$ cat src/rtl/apb_regbank_pkg.sv
// Shared types and helpers for the APB register-bank slave.
package apb_regbank_pkg;

  localparam int MAX_WAIT = 15;
  localparam int IDX_W    = 6;

  typedef enum logic [2:0] {
    IDLE   = 3'b001,
    SETUP  = 3'b010,
    ACCESS = 3'b100
  } state_e;

  typedef struct packed {
    logic             err;
    logic [IDX_W-1:0] idx;
  } dec_t;

  // Base compare happens before the subtraction, so the offset never wraps.
  function automatic dec_t decode_index(input logic [31:0] addr, input logic [31:0] base,
                                        input int stride_log2, input int num_regs);
    logic [31:0] off;
    logic [31:0] full_idx;
    logic [31:0] mask;
    dec_t        d;
    d = '0;
    if (addr < base) begin
      d.err = 1'b1;
    end else begin
      off      = addr - base;
      full_idx = off >> stride_log2;
      mask     = (32'd1 << stride_log2) - 32'd1;
      if (full_idx >= 32'(num_regs)) d.err = 1'b1;
      if ((off & mask) != '0)        d.err = 1'b1;
      d.idx = full_idx[IDX_W-1:0];
    end
    return d;
  endfunction

endpackage

$ cat src/rtl/apb_regbank_if.sv
// APB bus bundle; pstrb exists only when APB_REGBANK_WSTRB_EN is defined.
interface apb_regbank_if #(
  parameter int DATA_WIDTH = 32,
  parameter int ADDR_WIDTH = 16
);
  logic                  psel;
  logic                  penable;
  logic                  pwrite;
  logic [ADDR_WIDTH-1:0] paddr;
  logic [DATA_WIDTH-1:0] pwdata;
`ifdef APB_REGBANK_WSTRB_EN
  logic [DATA_WIDTH/8-1:0] pstrb;
`endif
  logic                  pready;
  logic [DATA_WIDTH-1:0] prdata;
  logic                  pslverr;

`ifdef APB_REGBANK_WSTRB_EN
  modport master (output psel, penable, pwrite, paddr, pwdata, pstrb,
                  input  pready, prdata, pslverr);
  modport slave  (input  psel, penable, pwrite, paddr, pwdata, pstrb,
                  output pready, prdata, pslverr);
`else
  modport master (output psel, penable, pwrite, paddr, pwdata,
                  input  pready, prdata, pslverr);
  modport slave  (input  psel, penable, pwrite, paddr, pwdata,
                  output pready, prdata, pslverr);
`endif
endinterface

$ cat src/rtl/apb_regbank_storage.sv
// Register array: byte-enable writes, read-only muxing from hardware status, flat image out.
module apb_regbank_storage
  import apb_regbank_pkg::*;
#(
  parameter int          DATA_WIDTH = 32,
  parameter int          NUM_REGS   = 16,
  parameter logic [63:0] RO_MASK    = '0
) (
  input  logic                           clk,
  input  logic                           rstn,
  input  logic                           i_we,
  input  logic [IDX_W-1:0]               i_idx,
  input  logic [DATA_WIDTH-1:0]          i_wdata,
  input  logic [DATA_WIDTH/8-1:0]        i_strb,
  input  logic [NUM_REGS*DATA_WIDTH-1:0] i_hw_ro_data,
  output logic [DATA_WIDTH-1:0]          o_rdata,
  output logic [NUM_REGS*DATA_WIDTH-1:0] o_reg_q
);
  localparam int NB = DATA_WIDTH / 8;

  logic [NUM_REGS-1:0][DATA_WIDTH-1:0] r_regs;

  // RO slots are never written, so they hold 0 and read 0 on the image.
  always_ff @(posedge clk or negedge rstn) begin
    if (!rstn) begin
      r_regs <= '0;
    end else if (i_we) begin
      for (int i = 0; i < NUM_REGS; i++)
        if (i_idx == IDX_W'(i) && !RO_MASK[i])
          for (int b = 0; b < NB; b++)
            if (i_strb[b]) r_regs[i][b*8 +: 8] <= i_wdata[b*8 +: 8];
    end
  end

  always_comb begin
    o_rdata = '0;
    for (int i = 0; i < NUM_REGS; i++)
      if (i_idx == IDX_W'(i))
        o_rdata = RO_MASK[i] ? i_hw_ro_data[i*DATA_WIDTH +: DATA_WIDTH] : r_regs[i];
  end

  assign o_reg_q = r_regs;

endmodule

$ cat src/rtl/apb_regbank_slave.sv
// APB slave with register bank, wait states and PSLVERR; byte strobes under APB_REGBANK_WSTRB_EN.
module apb_regbank_slave
  import apb_regbank_pkg::*;
#(
  parameter int                    DATA_WIDTH  = 32,
  parameter int                    ADDR_WIDTH  = 16,
  parameter int                    NUM_REGS    = 16,
  parameter int                    STRIDE_LOG2 = 6,
  parameter logic [ADDR_WIDTH-1:0] BASE_ADDR   = '0,
  parameter int                    WAIT_STATES = 0,
  parameter logic [63:0]           RO_MASK     = '0
) (
  input  logic                           clk,
  input  logic                           rstn,
  apb_regbank_if.slave                   apb,
  input  logic [NUM_REGS*DATA_WIDTH-1:0] hw_ro_data,
  output logic [NUM_REGS*DATA_WIDTH-1:0] reg_q
);
  localparam int NB = DATA_WIDTH / 8;
  localparam int WS = (WAIT_STATES > MAX_WAIT) ? MAX_WAIT : WAIT_STATES;

  state_e                r_state, w_next;
  logic [3:0]            r_cnt;
  logic                  r_wr, r_err;
  logic [IDX_W-1:0]      r_idx;
  logic [DATA_WIDTH-1:0] r_wdata, w_rdata;
  logic [NB-1:0]         r_strb, w_bus_strb;
  dec_t                  w_dec;
  logic                  w_pready, w_we;

`ifdef APB_REGBANK_WSTRB_EN
  assign w_bus_strb = apb.pstrb;
`else
  assign w_bus_strb = '1;
`endif

  assign w_dec = decode_index(32'(apb.paddr), 32'(BASE_ADDR), STRIDE_LOG2, NUM_REGS);

  always_ff @(posedge clk or negedge rstn) begin
    if (!rstn) r_state <= IDLE;
    else       r_state <= w_next;
  end

  always_comb begin
    w_next = r_state;
    unique case (r_state)
      IDLE:    if (apb.psel && !apb.penable) w_next = SETUP;
      SETUP: begin
        if (!apb.psel)        w_next = IDLE;
        else if (apb.penable) w_next = ACCESS;
      end
      ACCESS: begin
        if (!apb.psel)          w_next = IDLE;
        else if (r_cnt == 4'd0) w_next = apb.penable ? IDLE : SETUP;
      end
      default: w_next = IDLE;
    endcase
  end

  // Request is captured every SETUP cycle so a repeated setup phase relatches.
  always_ff @(posedge clk or negedge rstn) begin
    if (!rstn) begin
      r_cnt   <= '0;
      r_wr    <= 1'b0;
      r_err   <= 1'b0;
      r_idx   <= '0;
      r_wdata <= '0;
      r_strb  <= '0;
    end else if (r_state == SETUP) begin
      r_wr    <= apb.pwrite;
      r_wdata <= apb.pwdata;
      r_strb  <= w_bus_strb;
      r_idx   <= w_dec.idx;
      r_err   <= w_dec.err | (apb.pwrite & RO_MASK[w_dec.idx]);
      r_cnt   <= 4'(WS);
    end else if (r_state == ACCESS && r_cnt != 4'd0) begin
      r_cnt <= r_cnt - 4'd1;
    end
  end

  assign w_pready    = (r_state == ACCESS) && (r_cnt == 4'd0) && apb.psel && apb.penable;
  assign w_we        = w_pready && r_wr && !r_err;
  assign apb.pready  = w_pready;
  assign apb.pslverr = w_pready && r_err;
  assign apb.prdata  = (w_pready && !r_wr && !r_err) ? w_rdata : '0;

  apb_regbank_storage #(
    .DATA_WIDTH (DATA_WIDTH),
    .NUM_REGS   (NUM_REGS),
    .RO_MASK    (RO_MASK)
  ) u_storage (
    .clk          (clk),
    .rstn         (rstn),
    .i_we         (w_we),
    .i_idx        (r_idx),
    .i_wdata      (r_wdata),
    .i_strb       (r_strb),
    .i_hw_ro_data (hw_ro_data),
    .o_rdata      (w_rdata),
    .o_reg_q      (reg_q)
  );

endmodule

$ cat src/flat_wrapper.sv
// flat-port wrapper written by rule: the top's interface ports become plain ports
module apb_regbank_slave_flat import apb_regbank_pkg::*;
#(
  parameter int                    DATA_WIDTH  = 32,
  parameter int                    ADDR_WIDTH  = 16,
  parameter int                    NUM_REGS    = 16,
  parameter int                    STRIDE_LOG2 = 6,
  parameter logic [ADDR_WIDTH-1:0] BASE_ADDR   = '0,
  parameter int                    WAIT_STATES = 0,
  parameter logic [63:0]           RO_MASK     = '0
)
  (clk, rstn, hw_ro_data, reg_q, apb_psel, apb_penable, apb_pwrite, apb_paddr, apb_pwdata, apb_pready, apb_prdata, apb_pslverr);
  apb_regbank_if #(.DATA_WIDTH(DATA_WIDTH), .ADDR_WIDTH(ADDR_WIDTH)) apb_i ();
  input  logic clk;
  input  logic rstn;
  input  logic [NUM_REGS*DATA_WIDTH-1:0] hw_ro_data;
  output logic [NUM_REGS*DATA_WIDTH-1:0] reg_q;
  input wire logic [$bits(apb_i.psel)-1:0] apb_psel;
  input wire logic [$bits(apb_i.penable)-1:0] apb_penable;
  input wire logic [$bits(apb_i.pwrite)-1:0] apb_pwrite;
  input wire logic [$bits(apb_i.paddr)-1:0] apb_paddr;
  input wire logic [$bits(apb_i.pwdata)-1:0] apb_pwdata;
  output wire logic [$bits(apb_i.pready)-1:0] apb_pready;
  output wire logic [$bits(apb_i.prdata)-1:0] apb_prdata;
  output wire logic [$bits(apb_i.pslverr)-1:0] apb_pslverr;
  assign apb_i.psel = apb_psel;
  assign apb_i.penable = apb_penable;
  assign apb_i.pwrite = apb_pwrite;
  assign apb_i.paddr = apb_paddr;
  assign apb_i.pwdata = apb_pwdata;
  assign apb_pready = apb_i.pready;
  assign apb_prdata = apb_i.prdata;
  assign apb_pslverr = apb_i.pslverr;
  apb_regbank_slave #(.DATA_WIDTH(DATA_WIDTH), .ADDR_WIDTH(ADDR_WIDTH), .NUM_REGS(NUM_REGS), .STRIDE_LOG2(STRIDE_LOG2), .BASE_ADDR(BASE_ADDR), .WAIT_STATES(WAIT_STATES), .RO_MASK(RO_MASK)) u_core (.clk(clk), .rstn(rstn), .apb(apb_i), .hw_ro_data(hw_ro_data), .reg_q(reg_q));
endmodule
$ cat config.mk
export PLATFORM = sky130hd
export DESIGN_NAME = apb_regbank_slave_flat
export DESIGN_NICKNAME = d
export VERILOG_FILES = /design/src/rtl/apb_regbank_pkg.sv /design/src/rtl/apb_regbank_if.sv /design/src/rtl/apb_regbank_storage.sv /design/src/rtl/apb_regbank_slave.sv /design/src/flat_wrapper.sv
export SDC_FILE = /design/constraint.sdc
export NUM_CORES = 1
export LEC_CHECK = 0
export ABC_CLOCK_PERIOD_IN_PS = 4600
export CAP_MARGIN = 5
export CORE_AREA = 8 8 429 431
export CTS_BUF_LIST = sky130_fd_sc_hd__clkbuf_2
export CTS_CLUSTER_SIZE = 24
export DETAILED_ROUTE_END_ITERATION = 7
export DIE_AREA = 0 0 437 439
export HOLD_SLACK_MARGIN = 0.05
export PLACE_DENSITY = 0.44
export SLEW_MARGIN = 20
export SYNTH_ARGS = -nofsm -noshare
export SYNTH_HDL_FRONTEND = slang
export SYNTH_SLANG_ARGS = --single-unit
$ cat constraint.sdc
create_clock -name clk -period 4.6 [get_ports clk]
set_input_delay 0.69 -clock clk [delete_from_list [all_inputs] [get_ports clk]]
set_output_delay 0.69 -clock clk [all_outputs]
set_load 0.05 [all_outputs]
==> results of run 1 <==
## worst min-delay path, cell delays in order
cell             delay, ps
dlygate4sd3_1          540
clkdlybuf4s50_1        430
nand2_1                150
nand2_1                 70
## flip-flops by register name (all words and copies together), names as in the netlist
register / flops
u_core.r_wr: 1
u_core.r_strb: 1
u_core.r_state: 3
u_core.r_wdata: 32
u_core.r_err: 1
u_core.r_cnt: 4
u_core.u_storage.o_reg_q: 512
u_core.r_idx: 6
## cell usage after synthesis (all sizes together), types with 7 or more instances
master  instances  share of area, %
mux4           37               3.2
nor2           59               1.7
mux2          521                23
inv             7              0.10
a22oi          25              0.73
nand3          19              0.37
o21ai          67               1.3
a31oi          17              0.41
mux2i          33               1.3
o221ai         18              0.61
a222oi         20              0.78
nand2         182               2.7
o211ai         14              0.41
nor2b           7              0.17
nor3            8              0.30
o22ai          12              0.29
clkbuf         62              0.91
nand2b          7              0.17
o22a           13              0.44
a21oi          53               1.0
buf            96               2.9
a221oi         13              0.47
dfrtp         559                54
## cells by family (layout without fill, tap and decap cells)
group	count (synthesis)	count (layout)	synth area share, %
adders and majority gates	1	1	0.0487
buffers and inverters	166	1271	3.93
AOI/OAI and AO/OA	287	287	7.66
DFF	560	560	54.5
and+or+nand+nor	314	314	6.43
xor gates and xnor gates	2	2	0.0682
other	0	13	0
muxes	591	591	27.3
## stage by stage
stage	utilization (%)	setup TNS [ps]	instances	hold slack, ps
2_1_floorplan	-	0	1921	394
3_3_place_gp	20.0	0	4846	487
3_5_place_dp	20.0	0	4847	494
4_1_cts	22.6	-14640	5338	54.1
5_1_grt	23.1	-14610	5389	88.6
6_report	23.1	-5530	5394	279
## cell usage in the layout, fill, tap and decap left out, types with 33 or more instances in the layout
cell type / count
mux2_2: 212
clkbuf_2: 255
nor2_1: 33
buf_4: 144
buf_12: 98
mux2_1: 309
clkdlybuf4s50_1: 561
dlygate4sd3_1: 84
buf_6: 42
nand2_1: 160
clkinv_1: 34
mux4_2: 37
o21ai_0: 48
dfrtp_1: 553
## final cells by class
type                       instances  area, sq um  share of cell area, %
antenna                           13         32.5                 0.0793
multi-input combinational       1195        11800                   28.8
clock inverter                    49          310                  0.757
clock buffer                     255         1280                   3.11
sequential                       560        14000                   34.2
inverter                           8         31.3                 0.0763
timing repair buffer             959        10600                   25.8
tap                             2355         2950                   7.19
## power breakdown
group	switching (mW)	internal (mW)	leakage [nW]	total, mW
sequential	0.699	5.04	7.72	5.74
combinational	1.99	1.41	9.67	3.40
clock	2.60	1.67	1.20	4.28
## timing repair
action,in CTS,in global routing
gates resized for setup,268,86
gates cloned,2,5
hold endpoints to repair,603,0
hold buffers,85,0
setup buffers,104,40
pin swaps,76,69
setup endpoints to repair,34,32
## routing by layer
layer	routed length (um)	track usage, %	vias to the layer above
met5	0	0	-
met3	15300	6.46	264
met4	7870	7.05	0
li1	-	-	9215
met1	73400	21.9	11726
met2	79400	27.5	990
## path summary, 6_finish.rpt
path	from	endpoint	slack (ps)
worst max-delay path	u_core.r_idx[5]$_DFFE_PN0P_	apb_prdata[27]	-300
worst min-delay path	apb_paddr[8]	u_core.r_idx[2]$_DFFE_PN0P_	280
worst max register to register	u_core.r_cnt[1]$_DFFE_PN0P_	u_core.u_storage.o_reg_q[14]$_DFFE_PN0P_	1380
worst min register to register	u_core.u_storage.o_reg_q[405]$_DFFE_PN0P_	u_core.u_storage.o_reg_q[405]$_DFFE_PN0P_	510
max in group asynchronous	rstn	u_core.u_storage.o_reg_q[474]$_DFFE_PN0P_	3580
min in group asynchronous	rstn	u_core.r_wdata[6]$_DFFE_PN0P_	430
==> impl_results.md, run 1 <==
- Status: finished, violations left
- Failing checks: negative setup slack
- Post-route setup slack: -298 ps
- Worst Setup Start Kind: register
- DR pass1 iterations: 8
- Longest Clk Path Bufs: 3
- Sink Count: 560
- Main synth FF type: dfrtp_1
- Area growth from synthesis to layout: 59.5%
- CP delay by family, top: simple AND/OR/NAND/NOR gates
- Slew margin rel.: 19.5%
- CP Max Fanout: 4
- CTS tree: done
- Initial antenna violation count: 20
- Largest net degree at the start of global routing: 93
- IO Port Bufs: 598
- Reg clk slew, reported paths: 100 ps
- Gr ovfl total: 0
- Seq/Total Area, Yosys: 54.5%
- Crit path required time: 3910 ps
- Final Hold Vio Count: 0
- Worst Path Buf+Inv: 4
- Core area: 177,000 sq um
- Die Y: 439 um
- Top Ports: 1,111
- Place WS: 472 ps
- Power Density: 327 nW/um^2
- Initial core utilization: 14.5%
- Final nets: 3,464
- Worst Setup Path Type: reg2out
- Max Clock Freq: 0.204 GHz
- Mean Syn Cell Area: 13.4 sq um
- Critical Path End Type: output pin
- Critical path depth: 10
- Max Cap Violations: 0
- Per-cell routed wire length: 32.6 um
- DP HPWL: 126,000 um
- Row count: 155
- WHS Path Cells: 4
- # setup viols final: 31
- Crit path DAT: 4210 ps
- Worst R2R Path Depth: 10
- VDD IR-drop max: 0.294 mV
- Via count: 22,195
- Slowest library cell on the worst path: or4b_4
- Distinct cells, synth: 70
- Final Cell Area: 41,000 sq um
- Layout cell share with drive strength beyond 1: 33.5%
- Mapped cell area: 25,700 sq um
- Clock tree root driver cell: clkbuf_2
- Yosys reg bits: 560
- # DRC: 0
- Tot Pwr: 13.4 mW
- Syn Nets: 2,487
- Crit-path most repeated cell: buf_12
- GR Util All Layers: 17.5%
- Final Max Slew Viols: 0
- Area after DPL: 35,400 sq um
- Die area: 192,000 sq um
- Num CTS Buffers: 174
- Share of async-settable or async-resettable flops after synthesis: 100%
- Leak: 18.6 nW
- Min Tclk post-route: 4900 ps
- DR iter-0 viols: 1,468
- Fill count: 19,059
- Vias in the first global route: 22,749
- Unrepaired setup endpoints after global routing: yes
- Worst slew pin tran: 1210 ps
- EDFF count, synth: 0
- Latest clock arrival within the worst-skew pair: 1710 ps
- Global-route wire length before repair: 227,000 um
- DIE WIDTH: 437 um
- Post-Route WL: 176,000 um
- Critical-path cell list: or4b_4, buf_12, buf_12, nor2_4, buf_6, a222oi_1, nand3_2, o211ai_1, a21oi_2, buf_12
- Min-delay worst type: in2reg
- CP max stage delay: 650 ps
- Synth Instances: 1,921
- Routed Antenna Nets: 0
- Via-to-Cell Ratio: 4.11
- Yosys warnings: 0
- H-Tree Depth: 4
- Routability Congestion: 0.783
- Skew final: 117 ps
- Period utilization: 106%
(Power assumes the default switching activity.)
==> run 2, diff against run 1 <==
CTS_CLUSTER_DIAMETER = 200   (was not set)
==> run 2 against run 1 <==
Against the previous run: non-clock buffer count shrank 66; routed wire length fell by 2.6%; clock-buffer cell count fell by 217; sequential share of layout area rose by 2.1 points; highest routed layer is now met5; the run still ends with negative setup slack left.
==> impl_results.md, run 2 (synthesis results as in run 1) <==
- Status: finished, violations left
- Failing checks: negative setup slack
- Commonest non-fill, non-tap cell in the layout: clkdlybuf4s50_1
- Post-Route WL: 171,000 um (-2.6%)
- Global-route wire length before repair: 222,000 um (-2.4%)
- Max Cap Violations: 0 (unchanged)
- Core area: 177,000 sq um (unchanged)
- Skew final: 166 ps (+48.8 ps)
- Largest net degree at the start of global routing: 93 (unchanged)
- Fill count: 19,118 (+0.31%)
- Via count: 20,766 (-6.4%)
- GR Layer Usage met1: 21.6% (-0.31 points)
- Sink Count: 560 (unchanged)
- GRT Max-Usage Layer: met2
- DR iter-0 viols: 1,488 (+1.4%)
- M2 GR Usage: 27.6% (+0.17 points)
- Latest clock arrival within the worst-skew pair: 1510 ps (-200 ps)
- Die Y: 439 um (unchanged)
- Routed Antenna Nets: 0 (unchanged)
- Tot Pwr: 10.8 mW (-19%)
- Crit path required time: 3910 ps (about the same)
- Power Density: 281 nW/um^2 (-14%)
- Final Hold Vio Count: 0 (unchanged)
- CP Max Fanout: 8 (+4)
- Final core utilization: 21.8% (-1.3 points)
- Unrepaired setup endpoints after global routing: yes
- Crit path DAT: 4250 ps (+40 ps)
- Reg clk slew, reported paths: 520 ps (+420 ps)
- Number of flip-flops in the largest register: 512 (unchanged)
- # DRC: 0 (unchanged)
- # setup viols final: 30 (-3.2%)
- Placed instance count: 4,847 (unchanged)
- Vias in the first global route: 21,200 (-6.8%)
- Worst slew pin tran: 1160 ps (-44.5 ps)
- Post-route setup slack: -340 ps (-41.3 ps)
- Final Max Slew Viols: 0 (unchanged)
- Leak: 17.1 nW (-8.0%)
- Per-cell routed wire length: 33.9 um (+3.8%)
- Hold_ws: 293 ps (+14.7 ps)
- Period utilization: 107% (+0.90 points)
- Top Ports: 1,111 (unchanged)
- Worst Setup Start Kind: register
- Min-delay worst type: in2reg
- Layout cell share with drive strength beyond 1: 27.3% (-6.2 points)
- Slew margin rel.: 22.5% (+3.0 points)
- Routability Congestion: 0.783 (unchanged)
- Initial core utilization: 14.5% (unchanged)
- H-Tree Depth: 1 (-3)
- Die area: 192,000 sq um (unchanged)
- Layout Cells excl Fill: 5,060 (-6.2%)
- DP HPWL: 126,000 um (unchanged)
- Longest Clk Path Bufs: 3 (unchanged)
- Final nets: 3,251 (-6.1%)
- VDD IR-drop max: 0.176 mV (-40%)
- Clock tree root driver cell: clkbuf_2
- GR Util All Layers: 17.1% (-0.48 points)
- Setup TNS: -5880 ps (-350 ps)
- Via-to-Cell Ratio: 4.10 (-0.26%)
- DR pass1 iterations: 8 (unchanged)
- Num CTS Buffers: 27 (-84%)
- DIE WIDTH: 437 um (unchanged)
- Min Tclk post-route: 4940 ps (+41.3 ps)
- Area growth from synthesis to layout: 50.3%
- GR Layer Usage met3: 5.70% (-0.76 points)
- Worst Setup Path Type: reg2out
- Initial antenna violation count: 23 (+15%)
- Most frequent cells in the layout: clkdlybuf4s50_1, dfrtp_1, mux2_1
- Critical Path End Type: output pin
- IO Port Bufs: 598 (unchanged)
- Max Clock Freq: 0.202 GHz (-0.84%)
- Row count: 155 (unchanged)
- CTS tree: done
- Gr ovfl total: 0 (unchanged)
-- run 2: power by group --
group | internal [mW] | switching [mW]
Combinational | 1.19 | 1.88
Sequential | 5.08 | 0.700
Clock | 0.221 | 1.77
-- run 2: path summary, 6_finish.rpt --
| check | from | end | slack, ps | depth (start not counted) |
|---|---|---|---|---|
| worst max-delay path | u_core.r_idx[0]$_DFFE_PN0P_ | apb_prdata[27] | -340 | 11 |
| worst min-delay path | apb_pwdata[12] | u_core.r_wdata[12]$_DFFE_PN0P_ | 290 | 4 |
| worst max register to register | u_core.r_cnt[0]$_DFFE_PN0P_ | u_core.u_storage.o_reg_q[499]$_DFFE_PN0P_ | 1230 | 11 |
| worst min register to register | u_core.r_cnt[0]$_DFFE_PN0P_ | u_core.r_cnt[0]$_DFFE_PN0P_ | 540 | 1 |
| max in group asynchronous | rstn | u_core.u_storage.o_reg_q[135]$_DFFE_PN0P_ | 3460 | 4 |
| min in group asynchronous | rstn | u_core.r_idx[4]$_DFFE_PN0P_ | 470 | 4 |
-- run 2: area by class of cell --
type / count / area, sq um / area share [%]
repair buffers: 893 / 9720 / 25.2
diodes: 9 / 22.5 / 0.0583
inverters: 8 / 31.3 / 0.0810
clock buffers: 38 / 190 / 0.492
clock inverters: 2 / 17.5 / 0.0453
well taps: 2355 / 2950 / 7.63
multi-input cells: 1195 / 11700 / 30.2
flip-flops and latches: 560 / 14000 / 36.3
-- run 2: worst max-delay path: stages (launching register included) --
cell	delay (ps)
dfrtp_4	620
buf_12	150
buf_4	150
nand2b_2	150
buf_6	230
nor2_4	90
buf_12	140
a222oi_1	430
nand3_1	190
o211ai_1	230
a21oi_2	180
buf_12	190
-- run 2: stage by stage --
stage	setup WS (ps)	cell area, sq um
after global placement	440	35400
after floorplan	1020	25700
after detailed placement	472	35400
final	-340	38600
after global routing	-600	38600
after CTS	-655	38100
-- run 2: metal layers --
layer | vias to the layer above | part of all wire (%)
li1 | 8610 | -
met1 | 11252 | 42
met2 | 750 | 46
met3 | 150 | 8.7
met4 | 4 | 3.8
met5 | - | 0.016
-- run 2: repair_timing --
item / CTS / global route
gates cloned: 3 / 0
hold buffers: 59 / 0
gates resized for setup: 224 / 74
endpoints found under the setup margin: 34 / 32
hold endpoints to repair: 603 / 0
setup buffers: 88 / 22
pin swaps: 73 / 68
